==> src/rtl/pe_relu_pool_pkg.sv <==
// pe_relu_pool_pkg: shared status/state enums, widths and the saturating add used by the PE output stage
//   CNN_XLEN      default signed datapath width
//   WIN_W         width of the pooling-window result counter
//   PE_STATE      status codes coming from the accumulation stage
//   PE_POOL_STATE control states of the ReLU/pool stage
//   sat_add       a+b clamped to a signed w-bit range (w <= 31)
package pe_relu_pool_pkg;
    localparam int CNN_XLEN = 16;
    localparam int WIN_W = 8;
    typedef enum logic [2:0] {INVALID, VALID, CNN_FIN, POOL_FIN, COMPL} PE_STATE;
    typedef enum logic [1:0] {IDLE, ACTIVE, DRAIN} PE_POOL_STATE;
    function automatic logic signed [31:0] sat_add(input logic signed [31:0] a, input logic signed [31:0] b, input int w);
        logic signed [31:0] s, hi, lo;
        s = a + b;
        hi = (32'sd1 <<< (w - 1)) - 32'sd1;
        lo = -(32'sd1 <<< (w - 1));
        return s > hi ? hi : (s < lo ? lo : s);
    endfunction
endpackage

==> src/rtl/pe_relu_pool_if.sv <==
// pe_relu_pool_if: bundle between accumulation/writer side (master) and the ReLU/pool stage (slave)
//   status/data/bias   accumulation status, running sum and bias into the stage
//   pool_ready         writer accepts pool_out
//   pool_out/valid     FIFO head and non-empty flag
//   done/overflow/proto_err  completion pulse and sticky error flags
interface pe_relu_pool_if import pe_relu_pool_pkg::*; #(parameter int DATA_WID = CNN_XLEN);
    PE_STATE status;
    logic signed [DATA_WID-1:0] data;
    logic signed [DATA_WID-1:0] bias;
    logic pool_ready;
    logic signed [DATA_WID-1:0] pool_out;
    logic pool_valid;
    logic done;
    logic overflow;
    logic proto_err;
    modport master (output status, data, bias, pool_ready, input pool_out, pool_valid, done, overflow, proto_err);
    modport slave (input status, data, bias, pool_ready, output pool_out, pool_valid, done, overflow, proto_err);
endinterface

==> src/rtl/pe_out_fifo.sv <==
// pe_out_fifo: small register FIFO holding pooled results for the feature-map writer
//   clk/reset  clock and synchronous active-high reset
//   push_i/data_i  enqueue request and data (accepted when not full, or when popping)
//   pop_i      dequeue request (ignored when empty)
//   data_o     head entry; full_o/empty_o/count_o occupancy
module pe_out_fifo #(
    parameter int DATA_WID = 16,
    parameter int FIFO_DEPTH = 4
) (
    input  logic clk,
    input  logic reset,
    input  logic push_i,
    input  logic [DATA_WID-1:0] data_i,
    input  logic pop_i,
    output logic [DATA_WID-1:0] data_o,
    output logic full_o,
    output logic empty_o,
    output logic [$clog2(FIFO_DEPTH):0] count_o
);
    localparam int AW = $clog2(FIFO_DEPTH);
    logic [DATA_WID-1:0] mem_q [FIFO_DEPTH];
    logic [AW-1:0] wr_ptr_q, rd_ptr_q;
    logic [AW:0] count_q, count_d;
    logic wr, rd;
    assign empty_o = count_q == '0;
    assign full_o = count_q == (AW+1)'(FIFO_DEPTH);
    assign count_o = count_q;
    assign data_o = mem_q[rd_ptr_q];
    always_comb begin
        rd = pop_i && !empty_o;
        // a pop frees the slot this cycle, so a push into a full FIFO still lands
        wr = push_i && (!full_o || rd);
        count_d = count_q + (AW+1)'(wr) - (AW+1)'(rd);
    end
    always_ff @(posedge clk) begin
        if (reset) begin
            wr_ptr_q <= '0;
            rd_ptr_q <= '0;
            count_q <= '0;
            for (int i = 0; i < FIFO_DEPTH; i++) mem_q[i] <= '0;
        end else begin
            if (wr) mem_q[wr_ptr_q] <= data_i;
            wr_ptr_q <= wr_ptr_q + AW'(wr);
            rd_ptr_q <= rd_ptr_q + AW'(rd);
            count_q <= count_d;
        end
    end
endmodule

==> src/rtl/pe_relu_pool.sv <==
// pe_relu_pool: bias add, saturation, ReLU and max-pool of PE results, buffered toward the feature-map writer
//   clk/reset  clock and synchronous active-high reset
//   bus        pe_relu_pool_if slave: status/data/bias/pool_ready in, pool_out/pool_valid/done/overflow/proto_err out
module pe_relu_pool import pe_relu_pool_pkg::*; #(
    parameter int DATA_WID = CNN_XLEN,
    parameter int FIFO_DEPTH = 4
) (
    input logic clk,
    input logic reset,
    pe_relu_pool_if.slave bus
);
    PE_POOL_STATE state_q, state_d;
    logic signed [DATA_WID-1:0] last_sum_q, pool_max_q, conv, relu, fifo_out;
    logic [WIN_W-1:0] win_cnt_q;
    logic [$clog2(FIFO_DEPTH):0] count;
    logic overflow_q, proto_err_q, push, pop, full, empty, busy;
    pe_out_fifo #(.DATA_WID(DATA_WID), .FIFO_DEPTH(FIFO_DEPTH)) u_fifo (
        .clk(clk),
        .reset(reset),
        .push_i(push),
        .data_i(pool_max_q),
        .pop_i(pop),
        .data_o(fifo_out),
        .full_o(full),
        .empty_o(empty),
        .count_o(count)
    );
    always_comb begin
        busy = state_q != DRAIN;
        conv = DATA_WID'(sat_add(32'(last_sum_q), 32'(bus.bias), DATA_WID));
        relu = conv < 0 ? '0 : conv;
        pop = !empty && bus.pool_ready;
        push = busy && bus.status == POOL_FIN && win_cnt_q != '0;
        // COMPL from IDLE or ACTIVE heads to DRAIN; DRAIN leaves only once the FIFO is empty
        state_d = state_q == DRAIN ? (count == '0 ? IDLE : DRAIN)
                : bus.status == COMPL ? DRAIN
                : (state_q == IDLE && (bus.status == VALID || bus.status == CNN_FIN)) ? ACTIVE
                : state_q;
    end
    always_ff @(posedge clk) begin
        if (reset) begin
            state_q <= IDLE;
            last_sum_q <= '0;
            pool_max_q <= '0;
            win_cnt_q <= '0;
            overflow_q <= 1'b0;
            proto_err_q <= 1'b0;
        end else begin
            state_q <= state_d;
            overflow_q <= overflow_q | (push && full && !pop);
            proto_err_q <= proto_err_q | (!busy && bus.status != INVALID);
            if (busy && bus.status == VALID) last_sum_q <= bus.data;
            if (busy && bus.status == CNN_FIN) begin
                pool_max_q <= relu > pool_max_q ? relu : pool_max_q;
                win_cnt_q <= &win_cnt_q ? win_cnt_q : win_cnt_q + 1'b1;
                last_sum_q <= '0;
            end
            if (busy && bus.status == POOL_FIN) begin
                pool_max_q <= '0;
                win_cnt_q <= '0;
            end
        end
    end
    assign bus.pool_out = fifo_out;
    assign bus.pool_valid = !empty;
    assign bus.done = state_q == DRAIN && count == '0;
    assign bus.overflow = overflow_q;
    assign bus.proto_err = proto_err_q;
endmodule
==> src/flat_wrapper.sv <==
// flat-port wrapper written by rule: the top's interface ports become plain ports
module pe_relu_pool_flat import pe_relu_pool_pkg::*;
#(
    parameter int DATA_WID = CNN_XLEN,
    parameter int FIFO_DEPTH = 4
)
  (clk, reset, bus_status, bus_data, bus_bias, bus_pool_ready, bus_pool_out, bus_pool_valid, bus_done, bus_overflow, bus_proto_err);
  pe_relu_pool_if #(.DATA_WID(DATA_WID)) bus_i ();
  input logic clk;
  input logic reset;
  input wire logic [$bits(bus_i.status)-1:0] bus_status;
  input wire logic [$bits(bus_i.data)-1:0] bus_data;
  input wire logic [$bits(bus_i.bias)-1:0] bus_bias;
  input wire logic [$bits(bus_i.pool_ready)-1:0] bus_pool_ready;
  output wire logic [$bits(bus_i.pool_out)-1:0] bus_pool_out;
  output wire logic [$bits(bus_i.pool_valid)-1:0] bus_pool_valid;
  output wire logic [$bits(bus_i.done)-1:0] bus_done;
  output wire logic [$bits(bus_i.overflow)-1:0] bus_overflow;
  output wire logic [$bits(bus_i.proto_err)-1:0] bus_proto_err;
  assign bus_i.status = bus_status;
  assign bus_i.data = bus_data;
  assign bus_i.bias = bus_bias;
  assign bus_i.pool_ready = bus_pool_ready;
  assign bus_pool_out = bus_i.pool_out;
  assign bus_pool_valid = bus_i.pool_valid;
  assign bus_done = bus_i.done;
  assign bus_overflow = bus_i.overflow;
  assign bus_proto_err = bus_i.proto_err;
  pe_relu_pool #(.DATA_WID(DATA_WID), .FIFO_DEPTH(FIFO_DEPTH)) u_core (.clk(clk), .reset(reset), .bus(bus_i));
endmodule
==> config.mk <==
export PLATFORM = sky130hd
export DESIGN_NAME = pe_relu_pool_flat
export DESIGN_NICKNAME = d
export VERILOG_FILES = /design/src/rtl/pe_relu_pool_pkg.sv /design/src/rtl/pe_relu_pool_if.sv /design/src/rtl/pe_out_fifo.sv /design/src/rtl/pe_relu_pool.sv /design/src/flat_wrapper.sv
export SDC_FILE = /design/constraint.sdc
export NUM_CORES = 1
export LEC_CHECK = 0
export ABC_AREA = 1
export ABC_CLOCK_PERIOD_IN_PS = 3550
export CAP_MARGIN = 20
export CORE_MARGIN = 4
export CORE_UTILIZATION = 46
export DETAILED_ROUTE_END_ITERATION = 10
export GPL_TIMING_DRIVEN = 1
export PLACE_DENSITY_LB_ADDON = 0.25
export SLEW_MARGIN = 20
export SYNTH_ARGS = -nofsm -noshare
export SYNTH_HDL_FRONTEND = slang
export SYNTH_SLANG_ARGS = --single-unit
==> constraint.sdc <==
create_clock -name clk -period 3.55 [get_ports clk]
set_input_delay 0.355 -clock clk [delete_from_list [all_inputs] [get_ports clk]]
set_output_delay 0.355 -clock clk [all_outputs]
set_load 0.05 [all_outputs]
==> After elaboration in Yosys (flattened, before gate mapping) <==
Memory sizes are Yosys's and may differ from the RTL's. A register that Yosys moved wholly into a read port is not among the register bits.
Index checks and enable logic that the tools add are counted.
{ "classes": {"n_eq_ne": 7, "n_bitwise": 3, "reduce_logical": 29, "n_addsub": 6, "muxes": 16, "order_cmp": 4} }
{ "op_table": {"columns": ["op", "n"], "rows": [
  ["16-bit 2-to-1 mux", 4],
  ["16-bit by 16-bit adder with 17-bit output", 1],
  ["17-bit by 16-bit greater-than comparator with 1-bit output, second input constant", 1],
  ["17-bit by 16-bit < comparator with 1-bit output, second input constant", 1],
  ["16-bit greater-than comparator", 1],
  ["16-bit by 1-bit < comparator with 1-bit output, second input constant", 1],
  ["16-bit OR reduction", 1],
  ["1-bit logical AND", 12],
  ["2-bit 2-to-1 mux", 6],
  ["8-bit by 1-bit adder with 8-bit output, second input constant", 1],
  ["8-bit AND reduction", 1],
  ["8-bit nonzero test", 1],
  ["3-bit by 2-bit equality test with 1-bit output, second input constant", 2],
  ["3-bit equality test, second input constant", 2],
  ["1-bit 2-to-1 mux", 6],
  ["3-bit nonzero test", 2],
  ["2-bit by 1-bit adder with 2-bit output", 2],
  ["1-bit zero test", 4],
  ["2-bit AND reduction", 2],
  ["2-bit OR reduction", 2],
  ["3-bit by 1-bit adder with 3-bit output", 1],
  ["3-bit by 1-bit equality test with 1-bit output, second input constant", 1],
  ["3-bit zero test", 1],
  ["3-bit by 1-bit subtractor with 3-bit output", 1],
  ["other kinds (6)", 8]
]} }
{ "totals": {"mem_bits_rw": 64, "memories": 1, "ff_bits": 51, "input_bits": 38, "elab_cells": 75, "out_inout_bits": 20} }
{ "memory_table": {"columns": ["name", "words", "word_bits", "rd", "rd_ports_with_merged_regs", "write_ports", "line", "text"], "rows": [
  ["u_core.u_fifo.mem_q", 4, 16, 1, 1, 4, "pe_out_fifo.sv:21", "logic [DATA_WID-1:0] mem_q [FIFO_DEPTH];"]
]} }

==> Depth between registers and ports, before layout <==
Gate-level depths: netlist (run 1).
{ "depth": {"word_depth": 11, "depth_mapped": 27, "ltp_nobuf": 25} }

==> Modules after synthesis <==
From an unflattened synthesis (run 1), not the netlist that was laid out.
{ "unflattened": {"hier_cells": 831, "area_unflattened_um2": 6826.5} }
{ "by_module_without_submodules": {"columns": ["mod", "area_each_um2", "n_inst", "seq_area_each_um2", "cells_each"], "rows": [
  ["pe_relu_pool", 3414.5, 1, 860.8, 534],
  ["pe_out_fifo", 3412.0, 1, 2062.0, 297]
]} }

==> Worst setup path after synthesis (run 1) <==
No wires, ideal clock.
{ "synth_timing": {"path_type": "in2reg", "start": "input bus_bias[0]", "end": "register u_core.pool_max_q[10]", "setup_time_ns": 0.118, "path_buffers": 2, "required_time_ns": 3.432, "cell_stages": 23, "slack_ns": 0.365, "arrival_time_ns": 3.068, "path_cell_list": "ha_1 > inv_1 > fa_1 > inv_1 > nand3_1 > nand3_1 > nand2_1 > nand2_2 > nand2_1 > nand3_1 > nand2_4 > buf_12 > nand2_2 > inv_1 > ha_1 > nand2_1 > nor4_1 > nand2_1 > nand2_1 > nand2_1 > inv_2 > buf_6 > a21oi_1"} }
{ "synth_between": {"elab_chain_cells": 8, "elab_cells_between_ends": 9, "cone_classes": "add/sub: 1; order compare: 4; mux: 3; reduce/logical: 1"} }
{ "synth_rtl": {"columns": ["item", "line", "text"], "rows": [
  ["start, declared", "flat_wrapper.sv:13", "input wire logic [$bits(bus_i.bias)-1:0] bus_bias;"],
  ["16-bit by 16-bit adder with 17-bit output *", "pe_relu_pool_pkg.sv:14", "s = a + b;"],
  ["17-bit by 16-bit < comparator with 1-bit output", "pe_relu_pool_pkg.sv:17", "return s > hi ? hi : (s < lo ? lo : s);"],
  ["16-bit 2-to-1 mux", "pe_relu_pool_pkg.sv:17", null],
  ["16-bit 2-to-1 mux *", "pe_relu_pool_pkg.sv:17", null],
  ["16-bit by 1-bit < comparator with 1-bit output", "pe_relu_pool.sv:31", "relu = conv < 0 ? '0 : conv;"],
  ["16-bit 2-to-1 mux *", "pe_relu_pool.sv:31", null],
  ["net u_core.relu[14]", "pe_relu_pool.sv:13", "logic signed [DATA_WID-1:0] last_sum_q, pool_max_q, conv, relu, fifo_out;"],
  ["16-bit greater-than comparator *", "pe_relu_pool.sv:54", "pool_max_q <= relu > pool_max_q ? relu : pool_max_q;"],
  ["2-bit AND reduction (no line) *", null, null],
  ["end signal, assigned", "pe_relu_pool.sv:54", null],
  ["end, declared", "pe_relu_pool.sv:13", null]
]} }
The timed path passes the listed nets; every way through them passes the cells marked *.
A chain may end at the register's enable or synchronous reset.

==> Final worst setup path (run 1) <==
{ "layout_timing": {"start": "input bus_bias[9]", "end": "register u_core.pool_max_q[8]"} }
The elaborated chain is that of the path after synthesis.

==> impl_results.md, run 1 <==
- Status: finished, final reports clean
- Ratio of routed vias to standard cells: 4.75
- ANT nets after route: 0
- Die width: ~130 µm
- Setup clock skew after layout: ~0.0075 ns
- Clock root cell: clkbuf_16
- Async SR Flop Fraction: 0
- Post-synthesis cell area: 0.00639 mm²
- Most frequent cells in the layout: nand2_1 (179), nor2_1 (126), inv_1 (105), edfxtp_1 (60), buf_4 (59)
- Clock Pin Slew Worst Setup and Hold Paths: 0.07 ns
- Vias in the first global route: ~4800
- CTS tree: done
- Gr ovfl total: 0
- Post-CTS setup repair buffer count: 0
- Via count: between 5000 and 6000
- Commonest non-fill, non-tap cell in the layout: nand2_1
- Layout Nets: 981
- Xor/xnor cell area share of the yosys netlist: 0.0151
- LEAKAGE: 3.47 nW
- Share of cells above drive strength 1: 0.164
- Post-Syn Area per Cell: 7.98 µm²
- Area growth syn-to-layout: 21.8%
- # DRC: 0
- Post_cts resized: 0
- Crit. End Element: flip-flop
- Initial DRC count: between 200 and 300
- CP required: between 3 and 4 ns
- Final min period: 3.32 ns
- FF+latch count, synth: 110
- Slew of the pin with the lowest slew margin: between 0.9 and 1 ns
- Pwr/cell area: around 500 mW/mm²
- Drt total wl: 13.6 mm
- Clock Sinks: 110
- Core area: 0.0134 mm²
- Tot GR Track Use: 0.172
- Post-synth EDFFs: 60
- Initial antenna violation count: 0
- H-tree depth: 3
- Seq/Total Area, Yosys: 0.439
- Final hold violations: 0
- Global-route wire length before repair: 22.3 mm
- First drt pass iteration count: 5
- Buffer depth of the longest clock path: 2
- HP Class: flip-flop to flip-flop
- Synthesized netlist cell count: 800
- Slew margin rel.: 0.390
- Largest family of logic cells by synthesized area: simple AND/OR/NAND/NOR gates
- Max FO, Critical Path: 8
- Placer Congestion: 0.828
- Crit share post-route: 0.936
- Final core occ: 0.581
- Hold buffers post-CTS: 0
- Synth Area in Compound Gates: 0.101
- Wire per inst: 12.5 µm
- Adder-Cell Fraction of Synth Area: 0.0787
- F_max: 301 MHz
- Simple-Gate Fraction of Synth Area: 0.277
- Maxcap violations: 0
- Max Transition Viols Final: 0
- Total power: approximately 3.8 mW
- Port Buf Inserts: 56
- Cts bufs inserted: 9
- Row count: 42
- Syn. warnings: 0
- Number of distinct library cells after synthesis: 41
- Crit start category: input pin
- Syn_nets: 877
- CP arrival: 3.61 ns
- Die area: between 0.015 and 0.02 mm²
- Detailed Place HPWL: 10.0 mm
- Die Span Y: 126 µm
- I/O pin count: just under 60
- Setup violators final: 0
- Ys flop type: edfxtp_1
- Diode count: 0
- Clock latency on the worst-skew pair: between 0.3 and 0.4 ns
- Setup tns final: 0 ns
- Initial core utilization: 0.477
- Worst Setup Path Type: input pin to flip-flop
- Largest net degree at the start of global routing: 32
- Post-synthesis mux area share: 0
- Peak VDD IR: 212 µV
## registers in the layout, indices dropped and copies added (netlist names)
register                cells
u_core.bus.overflow         1
u_core.bus.proto_err        1
u_core.last_sum_q          16
u_core.pool_max_q          15
u_core.state_q              2
u_core.u_fifo.count_o       3
u_core.u_fifo.mem_q        60
u_core.u_fifo.rd_ptr_q      2
u_core.u_fifo.wr_ptr_q      2
u_core.win_cnt_q            8
## area by class of cell
cell class                 instances  area [µm²]
fill                            1234        5620
clock buffer                      10         229
timing repair buffer             115        1000
sequential                       110        2800
tap                              176         220
clock inverter                     6        45.0
inverter                         111         419
multi-input combinational        557        3060
## metrics by stage
stage                     instances  area, µm²  setup slack [ns]  hold slack (ns)
after floorplan                 800       6390             0.365            0.445
after global placement         1068       7460            -0.205            0.443
after detailed placement       1068       7460            -0.291            0.444
after CTS                      1084       7740            0.0874            0.455
after global routing           1085       7780           -0.0575            0.478
final                          1085       7780             0.226            0.452
## cell families after synthesis
logic type	after synthesis
xor gates and xnor gates	11
buffers and inverters	134
adders and majority gates	39
and+or+nand+nor	392
other	1
DFF	110
AOI/OAI and AO/OA	113
## Yosys cell counts, types with 4 or more instances
cell type / instances / share of area
edfxtp_1: 60 / 0.28
nand3_1: 19 / 0.015
nand4_1: 6 / 0.0059
buf_2: 5 / 0.0039
o21ai_0: 40 / 0.031
clkbuf_1: 12 / 0.0071
xnor2_1: 7 / 0.0096
nand2_4: 11 / 0.019
o22ai_1: 15 / 0.015
nand2_2: 23 / 0.023
a21oi_2: 13 / 0.018
dfxtp_1: 50 / 0.16
ha_1: 37 / 0.072
nor3_1: 5 / 0.0039
a21oi_1: 40 / 0.031
inv_2: 5 / 0.0029
nor2_1: 126 / 0.074
inv_1: 105 / 0.062
nand2_1: 182 / 0.11
xor2_1: 4 / 0.0055
## path summary, 6_finish.rpt
check	cells after the start	start	slack [ns]	to
worst min register to register	2	u_core.bus.proto_err	0.45	u_core.bus.proto_err
worst min-delay path	2	u_core.bus.proto_err	0.45	u_core.bus.proto_err
worst max register to register	22	u_core.last_sum_q[9]	0.37	u_core.pool_max_q[8]
worst max-delay path	23	bus_bias[9]	0.23	u_core.pool_max_q[8]
## worst max-delay path, stage by stage
cell and delay [ns]:
clkdlybuf4s50_1 0.42, ha_1 0.34, buf_4 0.15, nand2_1 0.05, nand2_1 0.07, a21oi_2 0.16, nor2_1 0.05, nor2_1 0.21
nand2_1 0.10, nand2_2 0.12, nand2_4 0.12, nand2_1 0.11, inv_1 0.05, ha_1 0.30, nand2_1 0.09, nor4_2 0.27
nand2_1 0.07, nand2_1 0.07, nand2_2 0.08, buf_4 0.17, nand2_1 0.06, nand2_1 0.06, a21oi_2 0.13
## power by group
part	internal (mW)	switching, mW	total [mW]
clock	0.482	0.464	0.945
combinational	0.514	0.937	1.45
sequential	1.40	0.0343	1.44
total	2.40	1.43	3.83
## per-layer routing
layer	up-vias	track usage	routed length (µm)
met5	-	0	0
met3	12	0.0351	575
li1	2773	-	-
met4	0	0.0517	151
met2	88	0.299	6760
met1	2281	0.216	6080
No activity file was read; power rests on OpenSTA's default activity.
==> inputs of run 2 (changes only) <==
--- a/config.mk
+++ b/config.mk
@@ -10,8 +10,10 @@
 export CAP_MARGIN = 20
 export CORE_MARGIN = 4
 export CORE_UTILIZATION = 46
+export CTS_CLUSTER_DIAMETER = 200
 export DETAILED_ROUTE_END_ITERATION = 10
 export GPL_TIMING_DRIVEN = 1
+export MAX_ROUTING_LAYER = met4
 export PLACE_DENSITY_LB_ADDON = 0.25
 export SLEW_MARGIN = 20
 export SYNTH_ARGS = -nofsm -noshare
==> run 2 against run 1 <==
Against the previous run:
- register-to-register slack about the same
- highest routed layer unchanged
- sequential power is essentially flat
- power barely moved
- first-iteration DRC count is 6.0% higher
- largest power group unchanged
- sequential cell count unchanged
- sequential share of layout area unchanged
- critical endpoint unchanged
==> impl_results.md, run 2 (synthesized netlist as in run 1, its figures left out) <==
- Reg2reg path depth: 22
- Internal Power: 2.40 mW
- Final min period: 3.32 ns
- Total power: 3.83 mW
- Port Buf Inserts: between 50 and 60
- CP arrival: 3.61 ns
- Most frequent cells in the layout: nand2_1 (179), nor2_1 (126), inv_1 (105), edfxtp_1 (60), buf_4 (59)
- Share of cells above drive strength 1: 0.164
- First drt pass iteration count: 4
- Crit share post-route: 0.935
- Peak VDD IR: roughly 210 µV
- Vias in the first global route: 4824
- HP Class: flip-flop to flip-flop
- Fin worst setup slack: 0.231 ns
- Row count: 42
- Setup clock skew after layout: 0.00713 ns
- Initial DRC count: 301
- Reg2Reg Launch Point: u_core.last_sum_q[9]
- F_max: between 300 and 400 MHz
- Largest net degree at the start of global routing: 32
- H-tree depth: 3
- Largest register by flop count: u_core.u_fifo.mem_q
- Die Span Y: between 100 and 150 µm
- Largest regs: u_core.u_fifo.mem_q: 60 flops, u_core.last_sum_q: 16 flops, u_core.pool_max_q: 15 flops
- Core area: 0.0134 mm²
- Crit path launch: bus_bias[9]
- Sw Share: 0.374
- ANT nets after route: 0
- Maxcap violations: 0
- Area occupied by multi-input gates: 0.00306 mm²
- I/O pin count: 58
- Register area: 0.00280 mm²
- Placer Congestion: about 0.84
- P_sw: 1.44 mW
- Diode count: 0
- Crit start category: input pin
- Pre-CTS setup slack: -0.291 ns
- Pwr/cell area: 493 mW/mm²
- Clock Sinks: 110
- Initial antenna violation count: 0
- # DRC: 0
- R2r setup slk: 0.37 ns
- Placed Instances: 1068
- CP required: between 3 and 4 ns
- Max reg flops: 60
- Area growth syn-to-layout: 21.8%
- Status: finished, final reports clean
- Tot GR Track Use: 0.177
- Clock Pin Slew Worst Setup and Hold Paths: 0.07 ns
- Slew of the pin with the lowest slew margin: 0.908 ns
- LEAKAGE: 3.47 nW
- Cts bufs inserted: 9
- Buffer depth of the longest clock path: 2
- Clk pwr share: 0.246
- Max Transition Viols Final: 0
- Gr ovfl total: 0
- Layout Nets: 981
- Setup violators final: 0
- Via count: approximately 5200
- Final core occ: 0.581
- Worst Setup Path Type: input pin to flip-flop
- Ratio of routed vias to standard cells: between 4 and 5
- Clock latency on the worst-skew pair: 0.35 ns
- Flop pwr share: 0.375
- Wire per inst: 12.5 µm
- Post-CTS setup repair buffer count: 0
- Final hold violations: 0
- Worst Setup EP: u_core.pool_max_q[8]
- Logic pwr share: 0.379
- Die area: 0.0158 mm²
- CTS tree: done
- Clock root cell: clkbuf_16
- Commonest non-fill, non-tap cell in the layout: nand2_1
- Drt total wl: about 14 mm
- Die width: between 100 and 150 µm
- R2R Path End: u_core.pool_max_q[8]
- Initial core utilization: 0.477
- Detailed Place HPWL: 10.0 mm
- Fill count: approximately 1200
- Crit. End Element: flip-flop
- Global-route wire length before repair: 22.3 mm
- Max FO, Critical Path: 8
- Final cell count without fillers: 1085
- Slew margin rel.: 0.394
==> run 2: power groups by stage <==
stage	sequential [mW]	combinational [mW]	clock [mW]
2_1_floorplan	1.46	0.991	0
3_3_place_gp	1.46	1.43	0
3_5_place_dp	1.47	1.45	0
4_1_cts	1.44	1.45	0.968
5_1_grt	1.45	1.59	1.01
6_report	1.44	1.45	0.944
==> run 2: cell type report <==
cell class,instances,share of cell area
repair buffers,115,0.129
clock inverters,6,0.00579
flip-flops and latches,110,0.360
inverters,111,0.0539
multi-input cells,557,0.394
clock buffers,10,0.0294
well taps,176,0.0283
==> run 2: how the worst min path moves through the flow <==
stage | startpoint | to | slack (ns) | depth (start not counted)
floorplan | u_core.last_sum_q[0] | u_core.last_sum_q[0] | 0.44 | 2
global placement | u_core.bus.proto_err | u_core.bus.proto_err | 0.44 | 2
detailed placement | u_core.bus.proto_err | u_core.bus.proto_err | 0.44 | 2
CTS | u_core.bus.proto_err | u_core.bus.proto_err | 0.45 | 2
global route | u_core.bus.proto_err | u_core.bus.proto_err | 0.48 | 2
finish | u_core.bus.proto_err | u_core.bus.proto_err | 0.45 | 2
==> run 2: worst max-delay path: stages <==
cell and delay, ns:
clkdlybuf4s50_1 0.42, ha_1 0.34, buf_4 0.15, nand2_1 0.05, nand2_1 0.07, a21oi_2 0.15
nor2_1 0.05, nor2_1 0.21, nand2_1 0.10, nand2_2 0.12, nand2_4 0.12, nand2_1 0.11
inv_1 0.05, ha_1 0.30, nand2_1 0.09, nor4_2 0.27, nand2_1 0.07, nand2_1 0.07
nand2_2 0.08, buf_4 0.17, nand2_1 0.06, nand2_1 0.06, a21oi_2 0.13
==> run 2: layer usage <==
layer | vias to the layer above | GRT usage | wire (µm)
li1 | 2774 | - | -
met1 | 2299 | 0.218 | 6190
met2 | 82 | 0.298 | 6750
met3 | 11 | 0.0334 | 489
met4 | 0 | 0.0517 | 148
met5 | - | - | 0
==> run 2: repair_timing <==
item,in CTS,in global routing
setup endpoints to repair,0,15
hold buffers,0,0
resized for setup,0,13
==> run 2: stage by stage <==
stage	hold slack, ns	setup TNS, ns	cell area [µm²]
4_1_cts	0.455	0	7740
6_report	0.452	0	7780
3_3_place_gp	0.443	-2.81	7460
2_1_floorplan	0.445	0	6390
5_1_grt	0.478	-0.379	7780
3_5_place_dp	0.444	-3.90	7460
